[src/rtl/fetch_pkg.sv]
// rtl/fetch_pkg.sv - shared state encoding and FunSel constants for the fetch stage
// Purpose: state enum for instr_fetch_sequencer and the FunSel codes understood
//          by the 16-bit FunSel register (IR, PC, and the ALU-system control unit).
// Ports:   none (package).
package fetch_pkg;

  typedef enum logic [2:0] {
    ST_IDLE   = 3'd0,
    ST_REQ_LO = 3'd1,
    ST_REQ_HI = 3'd2,
    ST_DONE   = 3'd3,
    ST_ERR    = 3'd4
  } state_t;

  localparam logic [2:0] FS_DEC     = 3'b000;
  localparam logic [2:0] FS_INC     = 3'b001;
  localparam logic [2:0] FS_LOAD    = 3'b010;
  localparam logic [2:0] FS_CLR     = 3'b011;
  localparam logic [2:0] FS_LOAD_LO = 3'b101;
  localparam logic [2:0] FS_LOAD_HI = 3'b110;
  localparam logic [2:0] FS_SEXT    = 3'b111;

endpackage

[src/rtl/instr_fetch_sequencer_if.sv]
// rtl/instr_fetch_sequencer_if.sv - memory and IR/PC control bundle of the fetch stage
// Purpose: groups the byte-memory handshake and the IR/PC register controls.
// Ports:   MemRead/MemReady/MemData  byte memory handshake
//          IRFunSel/IRE/IRI          IR register control
//          PCFunSel/PCE              PC register control
// Modports: master = fetch sequencer, slave = memory plus IR/PC registers.
interface instr_fetch_sequencer_if;
  logic        MemRead;
  logic        MemReady;
  logic [7:0]  MemData;
  logic [2:0]  IRFunSel;
  logic        IRE;
  logic [15:0] IRI;
  logic [2:0]  PCFunSel;
  logic        PCE;

  modport master (
    output MemRead, IRFunSel, IRE, IRI, PCFunSel, PCE,
    input  MemReady, MemData
  );

  modport slave (
    input  MemRead, IRFunSel, IRE, IRI, PCFunSel, PCE,
    output MemReady, MemData
  );
endinterface

[src/rtl/fetch_wait_timer.sv]
// rtl/fetch_wait_timer.sv - per-byte memory wait counter with limit compare
// Purpose: counts cycles spent waiting for MemReady within one REQ state.
// Ports:   Clock   rising-edge clock
//          Reset   asynchronous active-low reset, counter to 0
//          Clear   synchronous clear (has priority over Count)
//          Count   increment by one
//          Expired counter has reached WAIT_LIMIT-1 (last allowed wait cycle)
module fetch_wait_timer #(
  parameter int WAIT_LIMIT = 15
) (
  input  logic Clock,
  input  logic Reset,
  input  logic Clear,
  input  logic Count,
  output logic Expired
);

  localparam logic [7:0] LIMIT_M1 = 8'(WAIT_LIMIT - 1);

  logic [7:0] cnt;

  always_ff @(posedge Clock or negedge Reset) begin
    if (!Reset)     cnt <= 8'd0;
    else if (Clear) cnt <= 8'd0;
    else if (Count) cnt <= cnt + 8'd1;
  end

  assign Expired = (cnt == LIMIT_M1);

endmodule

[src/rtl/instr_fetch_sequencer.sv]
// rtl/instr_fetch_sequencer.sv - two-byte instruction fetch into IR with PC increment
// Purpose: fetches a 16-bit instruction as two byte reads (low then high),
//          loading IR halves and incrementing PC once per byte.
// Ports:   Clock   rising-edge clock
//          Reset   asynchronous active-low reset, returns to IDLE
//          Start   fetch request, sampled only in IDLE
//          bus     memory handshake and IR/PC controls (master modport)
//          Busy    high in every state but IDLE
//          Done    one-cycle pulse, IR holds a complete instruction
//          Error   one-cycle pulse, memory did not answer within WAIT_LIMIT cycles
module instr_fetch_sequencer
  import fetch_pkg::*;
#(
  parameter int WAIT_LIMIT = 15
) (
  input  logic                    Clock,
  input  logic                    Reset,
  input  logic                    Start,
  instr_fetch_sequencer_if.master bus,
  output logic                    Busy,
  output logic                    Done,
  output logic                    Error
);

  state_t state, state_nxt;
  logic   in_req;
  logic   accept;
  logic   expired;

  assign in_req = (state == ST_REQ_LO) || (state == ST_REQ_HI);
  assign accept = in_req && bus.MemReady;

  // Clearing on every accepted byte also gives REQ_HI a fresh budget.
  fetch_wait_timer #(.WAIT_LIMIT(WAIT_LIMIT)) u_timer (
    .Clock   (Clock),
    .Reset   (Reset),
    .Clear   (!in_req || accept),
    .Count   (in_req && !bus.MemReady),
    .Expired (expired)
  );

  always_ff @(posedge Clock or negedge Reset) begin
    if (!Reset) state <= ST_IDLE;
    else        state <= state_nxt;
  end

  always_comb begin
    state_nxt    = state;
    bus.MemRead  = 1'b0;
    bus.IRE      = 1'b0;
    bus.IRFunSel = 3'b000;  // deterministic value while IRE is low
    bus.IRI      = 16'h0000;
    bus.PCE      = 1'b0;
    bus.PCFunSel = 3'b000;  // deterministic value while PCE is low
    Busy         = 1'b1;
    Done         = 1'b0;
    Error        = 1'b0;

    case (state)
      ST_IDLE: begin
        Busy = 1'b0;
        if (Start) state_nxt = ST_REQ_LO;
      end
      ST_REQ_LO, ST_REQ_HI: begin
        bus.MemRead = 1'b1;
        if (bus.MemReady) begin
          // Byte goes straight through to IR; it lands on the edge leaving this state.
          bus.IRE      = 1'b1;
          bus.IRFunSel = (state == ST_REQ_LO) ? FS_LOAD_LO : FS_LOAD_HI;
          bus.IRI      = {8'h00, bus.MemData};
          bus.PCE      = 1'b1;
          bus.PCFunSel = FS_INC;
          state_nxt    = (state == ST_REQ_LO) ? ST_REQ_HI : ST_DONE;
        end else if (expired) begin
          state_nxt = ST_ERR;
        end
      end
      ST_DONE: begin
        Done      = 1'b1;
        state_nxt = ST_IDLE;
      end
      ST_ERR: begin
        Error     = 1'b1;
        state_nxt = ST_IDLE;
      end
      default: begin
        Busy      = 1'b0;
        state_nxt = ST_IDLE;
      end
    endcase
  end

endmodule
[src/flat_wrapper.sv]
// flat-port wrapper written by rule: the top's interface ports become plain ports
module instr_fetch_sequencer_flat import fetch_pkg::*;
#(
  parameter int WAIT_LIMIT = 15
)
  (Clock, Reset, Start, Busy, Done, Error, bus_MemRead, bus_IRFunSel, bus_IRE, bus_IRI, bus_PCFunSel, bus_PCE, bus_MemReady, bus_MemData);
  instr_fetch_sequencer_if bus_i ();
  input  logic Clock;
  input  logic Reset;
  input  logic Start;
  output logic Busy;
  output logic Done;
  output logic Error;
  output wire logic [$bits(bus_i.MemRead)-1:0] bus_MemRead;
  output wire logic [$bits(bus_i.IRFunSel)-1:0] bus_IRFunSel;
  output wire logic [$bits(bus_i.IRE)-1:0] bus_IRE;
  output wire logic [$bits(bus_i.IRI)-1:0] bus_IRI;
  output wire logic [$bits(bus_i.PCFunSel)-1:0] bus_PCFunSel;
  output wire logic [$bits(bus_i.PCE)-1:0] bus_PCE;
  input wire logic [$bits(bus_i.MemReady)-1:0] bus_MemReady;
  input wire logic [$bits(bus_i.MemData)-1:0] bus_MemData;
  assign bus_MemRead = bus_i.MemRead;
  assign bus_IRFunSel = bus_i.IRFunSel;
  assign bus_IRE = bus_i.IRE;
  assign bus_IRI = bus_i.IRI;
  assign bus_PCFunSel = bus_i.PCFunSel;
  assign bus_PCE = bus_i.PCE;
  assign bus_i.MemReady = bus_MemReady;
  assign bus_i.MemData = bus_MemData;
  instr_fetch_sequencer #(.WAIT_LIMIT(WAIT_LIMIT)) u_core (.Clock(Clock), .Reset(Reset), .Start(Start), .bus(bus_i), .Busy(Busy), .Done(Done), .Error(Error));
endmodule
[config.mk]
export PLATFORM = sky130hd
export DESIGN_NAME = instr_fetch_sequencer_flat
export DESIGN_NICKNAME = d
export VERILOG_FILES = /design/src/rtl/fetch_pkg.sv /design/src/rtl/instr_fetch_sequencer_if.sv /design/src/rtl/fetch_wait_timer.sv /design/src/rtl/instr_fetch_sequencer.sv /design/src/flat_wrapper.sv
export SDC_FILE = /design/constraint.sdc
export NUM_CORES = 1
export LEC_CHECK = 0
export CAP_MARGIN = 20
export CELL_PAD_IN_SITES_DETAIL_PLACEMENT = 0
export CELL_PAD_IN_SITES_GLOBAL_PLACEMENT = 1
export CORE_MARGIN = 2
export CORE_UTILIZATION = 30
export CTS_BUF_LIST = sky130_fd_sc_hd__clkbuf_2
export DETAILED_ROUTE_END_ITERATION = 12
export GPL_ROUTABILITY_DRIVEN = 0
export GPL_TIMING_DRIVEN = 0
export PLACE_DENSITY_LB_ADDON = 0.1
export SYNTH_ARGS = -nofsm -noshare
export SYNTH_HDL_FRONTEND = slang
export SYNTH_SLANG_ARGS = --single-unit
[constraint.sdc]
create_clock -name Clock -period 3.2 [get_ports Clock]
set_input_delay 0.8 -clock Clock [delete_from_list [all_inputs] [get_ports Clock]]
set_output_delay 0.8 -clock Clock [all_outputs]
set_load 0.03 [all_outputs]
==> results.py, run 1 <==
metrics = {
    "drt": {
        "amount_of_wire_on_met3_after_detailed_routing_um": 99,
        "detailroute.wirelength.met2_um": 773,
        "route.detailed.wl_per_inst_um": 9.69,
        "drc_errors": 0,
        "drt_wl_total_mm": 1.52,
        "viasPerCell": 4.17,
        "drtIter0Drc": 4,
        "drt.antenna.violating_nets": 0,
        "detail_route.first_pass.iterations": 5,
        "drt-met1-wl_um": 648,
        "route.top_layer_used": "met3",
        "vias": 654,
    },
    "grt": {
        "grt_overflow": 0,
        "first_global_vias": 560,
        "grt_util_all_layers": 0.119,
        "antenna_found_initial": 0,
        "grt_start_max_net_pins": 14,
        "grt_first_pass_wirelength_mm": 2.55,
    },
    "clock_network": {
        "cts_inserted_buffers": 3,
        "clock_insertion_delay_worst_skew_ns": 0.24,
        "cts_tree": "built",
        "clk_path_buf_depth": 2,
        "worst_setup_hold_path_clk_slew_ns": 0.11,
        "clock_tree.htree_level_count": 1,
        "cts_num_sinks": 11,
        "ctsRootBufferMaster": "sky130_fd_sc_hd__clkbuf_2",
        "post-cts-setup-buffers": 0,
    },
    "worst_setup_path": {
        "critical_path.cell_chain": "clkdlybuf4s50_1 -> or2b_2 -> nor3b_1 -> dlygate4sd2_1",
        "critPathKind": "in2out",
        "crit-reg2reg-capture": "u_core.u_timer.cnt[3]$_DFFE_PN0P_",
        "path_buf_inv": 2,
        "worst-r2r-cell-count": 5,
        "path_delay_family": "buffers and inverters",
        "worst-endpoint-arrival_ns": 2.30,
        "r2r_start": "u_core.state[0]$_DFFE_PN0P_",
        "cp_slowest_stage_delay_ns": 0.51,
        "worst_ep_required_time_ns": 2.40,
        "critical_path.max_fanout": 4,
        "regToRegSetupSlack_ns": 1.42,
        "worst_setup_path_end_kind": "primary output",
        "worst_setup_path_start_kind": "input port",
        "cpMaxStageDelayCell": "sky130_fd_sc_hd__clkdlybuf4s50_1",
    },
    "synth": {
        "postSynthAreaPerCell_um2": 8.86,
        "syn_area_um2": 744,
        "synth_cell_types": 25,
        "post-synth-top-area-cell": "sky130_fd_sc_hd__dfrtp_1",
        "ys_warn_count": 0,
        "synth.ff_latch_count": 11,
        "synthTopCellsByArea": "sky130_fd_sc_hd__dfrtp_1, sky130_fd_sc_hd__buf_4, sky130_fd_sc_hd__and2_1",
        "postSynthCellCount": 84,
        "yosys.area.top_type_share": 0.370,
        "ys_seq_area_frac": 0.370,
    },
    "power_and_ir_drop": {
        "power-per-cell-area_nw_per_um2": 695,
        "p_sw_mw": 0.384,
        "clkPwrFrac": 0.097,
        "seq_power_share": 0.216,
        "power.leakage_nw": 0.519,
        "power.total_mw": 0.803,
        "largest_voltage_drop_on_the_vdd_net_v": 0.000360,
        "internal-power_mw": 0.419,
        "switching_share_of_total_power": 0.478,
        "comb_power_share": 0.686,
    },
    "status": {
        "run_status": "completed",
    },
    "floorplan": {
        "ioPinCount": 40,
        "dieArea_um2": 2900,
        "rows": 18,
        "die_width_um": 53.8,
        "starting_density_of_the_core": 0.309,
        "design.core.area_um2": 2410,
        "die_h_um": 53.8,
    },
    "hold_path": {
        "hold_path_class": "reg2reg",
        "worst_hold_path.num_cells": 1,
        "holdPathEnd": "u_core.u_timer.cnt[0]$_DFFE_PN0P_",
        "worstHoldStart": "u_core.u_timer.cnt[0]$_DFFE_PN0P_",
    },
    "sta": {
        "fin_crit_ns": 3.10,
        "timing_max_transition_violations_final": 0,
        "min_period_over_period": 0.970,
        "worst_clock_skew_ns": 0.00265,
        "number_of_hold_slack_violations_in_the_final_timing_report": 0,
        "relSlewSlack": 0.576,
        "fmaxAchievable_mhz": 322,
        "setup_viol": 0,
        "timing_worst_slew_pin_value_ns": 0.631,
    },
    "finish": {
        "layout.core_utilization": 0.479,
        "share_of_final_layout_standard_cells_stronger_than_drive_strength_1": 0.276,
        "syn_to_final_growth_pct": 55.1,
        "design.final.nets": 142,
        "filler_cell_count": 251,
        "antenna_cells_inserted": 0,
    },
    "placed_design": {
        "place_hpwl_mm": 1.18,
        "buffers_on_ports": 29,
    },
    "job": {
        "max-cap-violations": 0,
    },
}
==> Yosys cell counts <==
| master | number |
|---|---|
| sky130_fd_sc_hd__xnor2_1 | 4 |
| sky130_fd_sc_hd__nor2_1 | 10 |
| sky130_fd_sc_hd__clkbuf_1 | 1 |
| sky130_fd_sc_hd__a21oi_1 | 3 |
| sky130_fd_sc_hd__ha_1 | 2 |
| sky130_fd_sc_hd__a31o_1 | 2 |
| sky130_fd_sc_hd__conb_1 | 1 |
| sky130_fd_sc_hd__nand4_1 | 1 |
| sky130_fd_sc_hd__nor3_1 | 2 |
| sky130_fd_sc_hd__nor3b_1 | 2 |
| sky130_fd_sc_hd__or3_4 | 1 |
| sky130_fd_sc_hd__nand2_1 | 3 |
| sky130_fd_sc_hd__or2b_2 | 1 |
| sky130_fd_sc_hd__buf_6 | 1 |
| sky130_fd_sc_hd__buf_4 | 14 |
| sky130_fd_sc_hd__xor2_1 | 1 |
| sky130_fd_sc_hd__or4b_1 | 1 |
| sky130_fd_sc_hd__or3_1 | 4 |
| sky130_fd_sc_hd__nand3_1 | 3 |
| sky130_fd_sc_hd__mux2i_1 | 1 |
| sky130_fd_sc_hd__inv_1 | 2 |
| sky130_fd_sc_hd__o21ai_0 | 3 |
| sky130_fd_sc_hd__clkbuf_2 | 1 |
| sky130_fd_sc_hd__and2_1 | 9 |
| sky130_fd_sc_hd__dfrtp_1 | 11 |
==> logic make-up after synthesis <==
logic type,synth area share
xor gates and xnor gates,0.0588
and+or+nand+nor,0.277
AOI/OAI and AO/OA,0.0639
muxes,0.0134
other,0.00504
adders and majority gates,0.0336
DFF,0.370
buffers and inverters,0.178
==> how the worst max path moves through the flow <==
stage                     cells past startpoint  slack (ns)         endpoint    startpoint
final                                         4         0.1  bus_IRFunSel[0]  bus_MemReady
after floorplan                               3        0.21       bus_IRI[0]  bus_MemReady
after CTS                                     5        0.04       bus_IRI[5]  bus_MemReady
after global routing                          4   -0.000006  bus_IRFunSel[0]  bus_MemReady
after detailed placement                      5       -0.66       bus_IRI[1]  bus_MemReady
after global placement                        5       -0.64       bus_IRI[1]  bus_MemReady
==> cell usage in the layout, fill, tap and decap left out, drive strengths merged, types with 3 or more instances in the layout <==
cell | synthesis | routed
dlygate4sd2 | 0 | 3
o21ai | 3 | 3
xnor2 | 4 | 4
nand3 | 3 | 3
buf | 15 | 15
dfrtp | 11 | 11
a21oi | 3 | 3
clkbuf | 2 | 6
and2 | 9 | 9
nand2 | 3 | 3
nor2 | 10 | 11
conb | 1 | 10
or3 | 5 | 5
clkdlybuf4s15 | 0 | 11
clkdlybuf4s50 | 0 | 15
==> power by group through the flow <==
| stage | registers (mW) | logic, mW | clock network (mW) |
|---|---|---|---|
| global route | 0.177 | 0.595 | 0.0877 |
| global placement | 0.176 | 0.551 | 0 |
| finish | 0.174 | 0.551 | 0.0782 |
| CTS | 0.174 | 0.540 | 0.0806 |
| floorplan | 0.174 | 0.360 | 0 |
| detailed placement | 0.177 | 0.551 | 0 |
==> stage by stage <==
step | TNS [ns] | setup slack, ns | instance area [um^2] | instances | hold slack, ns
5_1_grt | -0.00000577 | -0.00000577 | 1150 | 157 | 0.560
3_5_place_dp | -8.00 | -0.663 | 1110 | 152 | 0.509
6_report | 0 | 0.0964 | 1150 | 157 | 0.518
2_1_floorplan | 0 | 0.206 | 778 | 93 | 0.475
4_1_cts | 0 | 0.0419 | 1140 | 156 | 0.525
3_3_place_gp | -7.81 | -0.640 | 1110 | 152 | 0.498
==> metal layers <==
layer | vias up | track usage
met5 | - | 0
met4 | 0 | 0.0256
met3 | 0 | 0.0250
met2 | 21 | 0.197
met1 | 289 | 0.158
li1 | 344 | -
==> area by class of cell <==
class,instances,area (um^2),area share
sequential,11,275,0.238
tap,30,37.5,0.0325
multi-input combinational,64,389,0.337
timing repair buffer,29,300,0.260
clock buffer,4,20.0,0.0173
inverter,2,7.51,0.00650
buffer,17,125,0.108
==> repair_timing <==
action	in CTS	in global routing
endpoints found under the setup margin	14	10
gates cloned	0	1
pin swaps	0	0
endpoints found under the hold margin	0	0
hold buffers	0	0
gates resized for setup	38	1
==> state kept, by name, summed over array words and instances, names as in the netlist <==
signal	count
u_core.state	3
u_core.u_timer.cnt	8
(Power assumes the default switching activity.)
==> run 2, diff against run 1 <==
Settings changed: CORE_UTILIZATION 30 to 28.
Clock period 3.2 ns to 3.1 ns, I/O delays scaled along.
==> results.py, run 2 (same netlist as run 1, synthesis figures left out) <==
metrics = {
    "power_and_ir_drop": {
        "largest_voltage_drop_on_the_vdd_net_v": 0.000451,
        "power-per-cell-area_nw_per_um2": 745,
        "power.leakage_nw": 0.535,
    },
    "finish": {
        "mostFrequentLayoutCells": "sky130_fd_sc_hd__buf_4, sky130_fd_sc_hd__clkdlybuf4s50_1, sky130_fd_sc_hd__dfrtp_1, sky130_fd_sc_hd__conb_1",
        "top_regs": "u_core.u_timer.cnt: 8 flops, u_core.state: 3 flops",
        "syn_to_final_growth_pct": 51.8,
        "largest_register": "u_core.u_timer.cnt",
        "final_cells": 158,
        "flip_flop_count_of_the_largest_register_after_layout": 8,
        "antenna_cells_inserted": 0,
        "share_of_final_layout_standard_cells_stronger_than_drive_strength_1": 0.289,
        "design.final.nets": 143,
    },
    "grt": {
        "first_global_vias": 619,
        "grt_start_max_net_pins": 12,
        "grt_util_all_layers": 0.114,
        "grt_first_pass_wirelength_mm": 2.81,
        "antenna_found_initial": 0,
        "grt_overflow": 0,
    },
    "floorplan": {
        "die_width_um": 55.6,
        "starting_density_of_the_core": 0.298,
        "dieArea_um2": 3090,
        "design.core.area_um2": 2500,
        "die_h_um": 55.6,
        "ioPinCount": 40,
        "rows": 18,
    },
    "sta": {
        "timing_max_transition_violations_final": 0,
        "worst_clock_skew_ns": 0.000575,
        "number_of_hold_slack_violations_in_the_final_timing_report": 0,
        "fin_crit_ns": 2.98,
        "grt_setup_unrepaired": "no",
        "hold-worst-slack_ns": 0.525,
        "setup_viol": 0,
        "fmaxAchievable_mhz": 336,
        "min_period_over_period": 0.961,
    },
    "placed_design": {
        "buffers_on_ports": 29,
        "place_hpwl_mm": 1.27,
        "number_of_placed_instances_with_taps_included": 152,
    },
    "status": {
        "run_status": "completed",
    },
    "clock_network": {
        "cts_tree": "built",
        "postCtsHoldBufs": 0,
        "clock_tree.htree_level_count": 1,
        "cts_num_sinks": 11,
        "worst_setup_hold_path_clk_slew_ns": 0.10,
        "ctsRootBufferMaster": "sky130_fd_sc_hd__clkbuf_2",
        "cts_inserted_buffers": 3,
        "clock_insertion_delay_worst_skew_ns": 0.26,
        "clk_path_buf_depth": 2,
    },
    "drt": {
        "route.detailed.wl_per_inst_um": 10.2,
        "detail_route.first_pass.iterations": 5,
        "drt.antenna.violating_nets": 0,
        "drc_errors": 0,
        "drtIter0Drc": 5,
        "drt_wl_total_mm": 1.62,
        "viasPerCell": 4.22,
        "vias": 667,
    },
    "worst_setup_path": {
        "critPathKind": "in2out",
        "critical_path.max_fanout": 7,
        "worst-endpoint-arrival_ns": 2.21,
        "worst_setup_path_start_kind": "input port",
        "worst_setup_path_end_kind": "primary output",
        "worst_ep_required_time_ns": 2.32,
    },
    "job": {
        "max-cap-violations": 0,
    },
    "hold_path": {
        "hold_path_class": "reg2reg",
    },
}
run 2: changes by cell type in the layout (fill, tap and decap cells not counted), sizes merged:
cell	previous run	this run
clkdlybuf4s15	11	5
nor2	11	10
buf	15	23
clkbuf	6	8
dlygate4sd2	3	1
run 2: cell type report:
type,instances,area [um^2]
repair buffers,31,284
flip-flops and latches,11,275
inverters,2,7.51
well taps,30,37.5
plain buffers,17,125
clock buffers,4,20.0
fillers,263,1370
multi-input cells,63,380
run 2: where the power goes:
| group | internal, mW | leakage, nW | switching, mW |
|---|---|---|---|
| clock network | 0.0342 | 0.0166 | 0.0477 |
| registers | 0.165 | 0.150 | 0.0152 |
| logic | 0.245 | 0.369 | 0.335 |
run 2: final timing paths:
kind / startpoint / to / slack [ns] / cells past startpoint
worst max-delay path: bus_MemReady / bus_IRI[6] / 0.12 / 6
worst min-delay path: u_core.u_timer.cnt[0]$_DFFE_PN0P_ / u_core.u_timer.cnt[0]$_DFFE_PN0P_ / 0.53 / 1
worst max register to register: u_core.u_timer.cnt[0]$_DFFE_PN0P_ / u_core.state[0]$_DFFE_PN0P_ / 1.35 / 5
worst min register to register: u_core.u_timer.cnt[0]$_DFFE_PN0P_ / u_core.u_timer.cnt[0]$_DFFE_PN0P_ / 0.53 / 1
max in group asynchronous: Reset / u_core.u_timer.cnt[3]$_DFFE_PN0P_ / 1.94 / 1
min in group asynchronous: Reset / u_core.u_timer.cnt[4]$_DFFE_PN0P_ / 0.83 / 1
run 2: critical path, cell delays in order:
cell and delay [ns]:
sky130_fd_sc_hd__clkdlybuf4s50_1 0.51, sky130_fd_sc_hd__or2b_4 0.30, sky130_fd_sc_hd__nor2_4 0.18, sky130_fd_sc_hd__buf_12 0.14, sky130_fd_sc_hd__and2_1 0.11, sky130_fd_sc_hd__buf_2 0.19
run 2: stage by stage:
stage	area, um^2	setup WS (ns)	total power [mW]	util	TNS [ns]
global route	1130	0.00771	0.900	0.452	0
detailed placement	1110	-0.727	0.755	0.442	-8.92
global placement	1110	-0.721	0.753	0.442	-8.88
finish	1130	0.120	0.842	0.452	0
CTS	1130	-0.0607	0.851	0.454	-0.0607
floorplan	778	0.156	0.552	-	0
run 2: layer usage:
| metal | vias to the layer above | track usage | wire (um) |
|---|---|---|---|
| li1 | 342 | - | - |
| met1 | 304 | 0.127 | 679 |
| met5 | - | 0 | 0 |
| met2 | 19 | 0.197 | 829 |
| met3 | 2 | 0.0398 | 95 |
| met4 | 0 | 0.0418 | 13 |
run 2: what timing repair did:
action / in CTS / in global routing
pin swaps: 1 / 1
buffers inserted: 2 / 0
gates cloned: 0 / 0
resized for setup: 51 / 6
endpoints found under the setup margin: 14 / 13
==> run 3, diff against run 2 <==
Settings changed: CORE_UTILIZATION 28 to 30, SYNTH_HIERARCHICAL set to 1.
==> results.py, run 3 <==
metrics = {
    "grt": {
        "grt_util_all_layers": 0.122,
        "antenna_found_initial": 0,
        "grt_start_max_net_pins": 13,
        "grt_first_pass_wirelength_mm": 3.19,
        "grt_overflow": 0,
        "first_global_vias": 726,
    },
    "worst_setup_path": {
        "path_delay_family": "buffers and inverters",
        "worst_setup_path_start_kind": "input port",
        "critPathKind": "in2out",
        "worst-r2r-cell-count": 8,
        "cp_slowest_stage_delay_ns": 0.57,
        "critical_path.max_fanout": 12,
        "worstSetupPathDepth": 5,
        "worst_ep_required_time_ns": 2.32,
        "worst_setup_path_end_kind": "primary output",
        "cpMaxStageDelayCell": "sky130_fd_sc_hd__clkdlybuf4s50_1",
        "path_buf_inv": 3,
        "worst-endpoint-arrival_ns": 2.20,
        "critical_path.cell_chain": "clkdlybuf4s50_1 -> nand2b_1 -> nor2_4 -> buf_4 -> clkdlybuf4s15_1",
        "regToRegSetupSlack_ns": 0.98,
    },
    "floorplan": {
        "rows": 19,
        "die_width_um": 57.4,
        "starting_density_of_the_core": 0.313,
        "design.core.area_um2": 2730,
        "ioPinCount": 40,
        "die_h_um": 57.4,
        "dieArea_um2": 3290,
    },
    "sta": {
        "min_period_over_period": 0.960,
        "grt_setup_unrepaired": "no",
        "relSlewSlack": 0.658,
        "timing_max_transition_violations_final": 0,
        "timing_worst_slew_pin_value_ns": 0.512,
        "setup_viol": 0,
        "number_of_hold_slack_violations_in_the_final_timing_report": 0,
        "fin_crit_ns": 2.98,
        "fmaxAchievable_mhz": 336,
        "worst_clock_skew_ns": 0.00389,
    },
    "clock_network": {
        "cts_inserted_buffers": 3,
        "ctsRootBufferMaster": "sky130_fd_sc_hd__clkbuf_2",
        "clk_path_buf_depth": 2,
        "worst_setup_hold_path_clk_slew_ns": 0.10,
        "clock_tree.htree_level_count": 1,
        "postCtsHoldBufs": 0,
        "clock_insertion_delay_worst_skew_ns": 0.25,
        "post-cts-setup-buffers": 0,
        "cts_tree": "built",
        "cts_num_sinks": 11,
    },
    "finish": {
        "top_regs": "u_core/u_timer/cnt: 8 flops, u_core/state: 3 flops",
        "syn_to_final_growth_pct": 38.5,
        "regArea_um2": 275,
        "mostFrequentLayoutCells": "sky130_fd_sc_hd__clkdlybuf4s50_1, sky130_fd_sc_hd__clkbuf_2, sky130_fd_sc_hd__buf_4, sky130_fd_sc_hd__dfrtp_1",
        "share_of_final_layout_standard_cells_stronger_than_drive_strength_1": 0.299,
        "post-route-cell-area_um2": 1180,
        "layout.core_utilization": 0.433,
        "filler_cell_count": 285,
        "multi_input_comb_area_um2": 455,
        "largest_register": "u_core/u_timer/cnt",
        "design.final.nets": 149,
        "antenna_cells_inserted": 0,
        "flip_flop_count_of_the_largest_register_after_layout": 8,
        "final_common_cell": "sky130_fd_sc_hd__clkdlybuf4s50_1",
    },
    "power_and_ir_drop": {
        "switching_share_of_total_power": 0.484,
        "internal-power_mw": 0.477,
        "power-per-cell-area_nw_per_um2": 782,
        "clkPwrFrac": 0.087,
        "seq_power_share": 0.194,
        "p_sw_mw": 0.449,
        "power.total_mw": 0.926,
        "largest_voltage_drop_on_the_vdd_net_v": 0.000507,
        "comb_power_share": 0.719,
        "power.leakage_nw": 0.560,
    },
    "placed_design": {
        "place_hpwl_mm": 1.40,
        "buffers_on_ports": 29,
        "post_dp_cell_area_um2": 1220,
    },
    "hold_path": {
        "worst_hold_path.num_cells": 2,
        "hold_path_class": "reg2reg",
    },
    "drt": {
        "drt_wl_total_mm": 1.78,
        "drt.antenna.violating_nets": 0,
        "detail_route.first_pass.iterations": 3,
        "drtIter0Drc": 9,
        "route.detailed.wl_per_inst_um": 10.8,
        "viasPerCell": 4.18,
        "vias": 689,
        "drc_errors": 0,
    },
    "synth": {
        "yosys.area.top_type_share": 0.322,
        "postSynth.topFlopCell": "sky130_fd_sc_hd__dfrtp_1",
        "synth.ff_latch_count": 11,
        "synth_cell_types": 35,
        "postSynthAreaPerCell_um2": 9.29,
        "synthTopCellsByArea": "sky130_fd_sc_hd__dfrtp_1, sky130_fd_sc_hd__buf_4, sky130_fd_sc_hd__and2_1",
        "post-synth-top-area-cell": "sky130_fd_sc_hd__dfrtp_1",
        "postSynthCellCount": 92,
        "syn_area_um2": 855,
        "yosysMostFrequentCell": "sky130_fd_sc_hd__buf_4",
        "synth-edff-count": 0,
        "ys_warn_count": 6,
        "synth_commonest_cells": "sky130_fd_sc_hd__buf_4, sky130_fd_sc_hd__dfrtp_1, sky130_fd_sc_hd__nor2_1, sky130_fd_sc_hd__and2_1, sky130_fd_sc_hd__a21oi_1",
        "async_flop_share": 1.00,
        "ys_seq_area_frac": 0.322,
    },
    "status": {
        "run_status": "completed",
    },
    "job": {
        "max-cap-violations": 0,
    },
}
## run 3: changes by cell type in the layout (fill, tap and decap cells not counted), sizes merged, moves of 3 or more
cell	change
clkdlybuf4s15	-4
nand2b	+3
clkbuf	+7
or3	-3
buf	-6
## run 3: layout make-up
cell class | count | share of cell area
Timing Repair Buffer | 29 | 0.200
Tap cell | 31 | 0.0328
Inverter | 3 | 0.00951
Clock buffer | 4 | 0.0169
Buffer | 18 | 0.124
Sequential cell | 11 | 0.233
Multi-Input combinational cell | 69 | 0.385
## run 3: power groups by stage
stage               Combinational [mW]  Sequential (mW)  Clock [mW]
finish                           0.666            0.179      0.0810
global placement                 0.724            0.183           0
detailed placement               0.719            0.182           0
floorplan                        0.504            0.179           0
CTS                              0.680            0.180      0.0867
global route                     0.717            0.183      0.0954
## run 3: final timing paths
check / startpoint / endpoint
worst max register to register: u_core/state[0]$_DFFE_PN0P_ / u_core/u_timer/cnt[7]$_DFFE_PN0P_
min in group asynchronous: Reset / u_core/u_timer/cnt[6]$_DFFE_PN0P_
worst max-delay path: bus_MemReady / bus_IRFunSel[2]
worst min register to register: u_core/u_timer/cnt[7]$_DFFE_PN0P_ / u_core/u_timer/cnt[7]$_DFFE_PN0P_
max in group asynchronous: Reset / u_core/u_timer/cnt[2]$_DFFE_PN0P_
worst min-delay path: u_core/u_timer/cnt[7]$_DFFE_PN0P_ / u_core/u_timer/cnt[7]$_DFFE_PN0P_
## run 3: metrics by stage
stage	hold WS (ns)	setup TNS, ns	setup slack (ns)	cells
after global placement	0.538	-2.48	-0.218	161
after floorplan	0.479	0	0.678	101
after global routing	0.604	0	0.000374	165
final	0.561	0	0.123	165
after CTS	0.567	0	0.0419	165
after detailed placement	0.548	-2.75	-0.239	161
## run 3: repair_timing
action                     in CTS  in global routing
gates cloned                    0                  0
setup endpoints to repair      14                 11
gates resized for setup        14                 21
## run 3: routing by layer
layer | routed length (um) | share of wire | GRT usage
met5 | 0 | 0 | 0
met4 | 0 | 0 | 0.0199
met3 | 76 | 0.043 | 0.0408
met1 | 795 | 0.45 | 0.152
met2 | 908 | 0.51 | 0.209
## run 3: cells by family (layout without fill, tap and decap cells)
kind of cell | after synthesis | in the layout | synth area share
and+or+nand+nor | 40 | 40 | 0.290
buffers and inverters | 21 | 54 | 0.184
DFF | 11 | 11 | 0.322
AOI/OAI and AO/OA | 10 | 10 | 0.0747
xor gates and xnor gates | 6 | 6 | 0.0835
adders and majority gates | 2 | 2 | 0.0293
other | 1 | 10 | 0.00439
muxes | 1 | 1 | 0.0117
## run 3: tightest hold or removal path, delay by kind of cell (launching register included)
kind | cells | cell delay [ns]
compound gates | 2 | 0.13
flops | 1 | 0.40
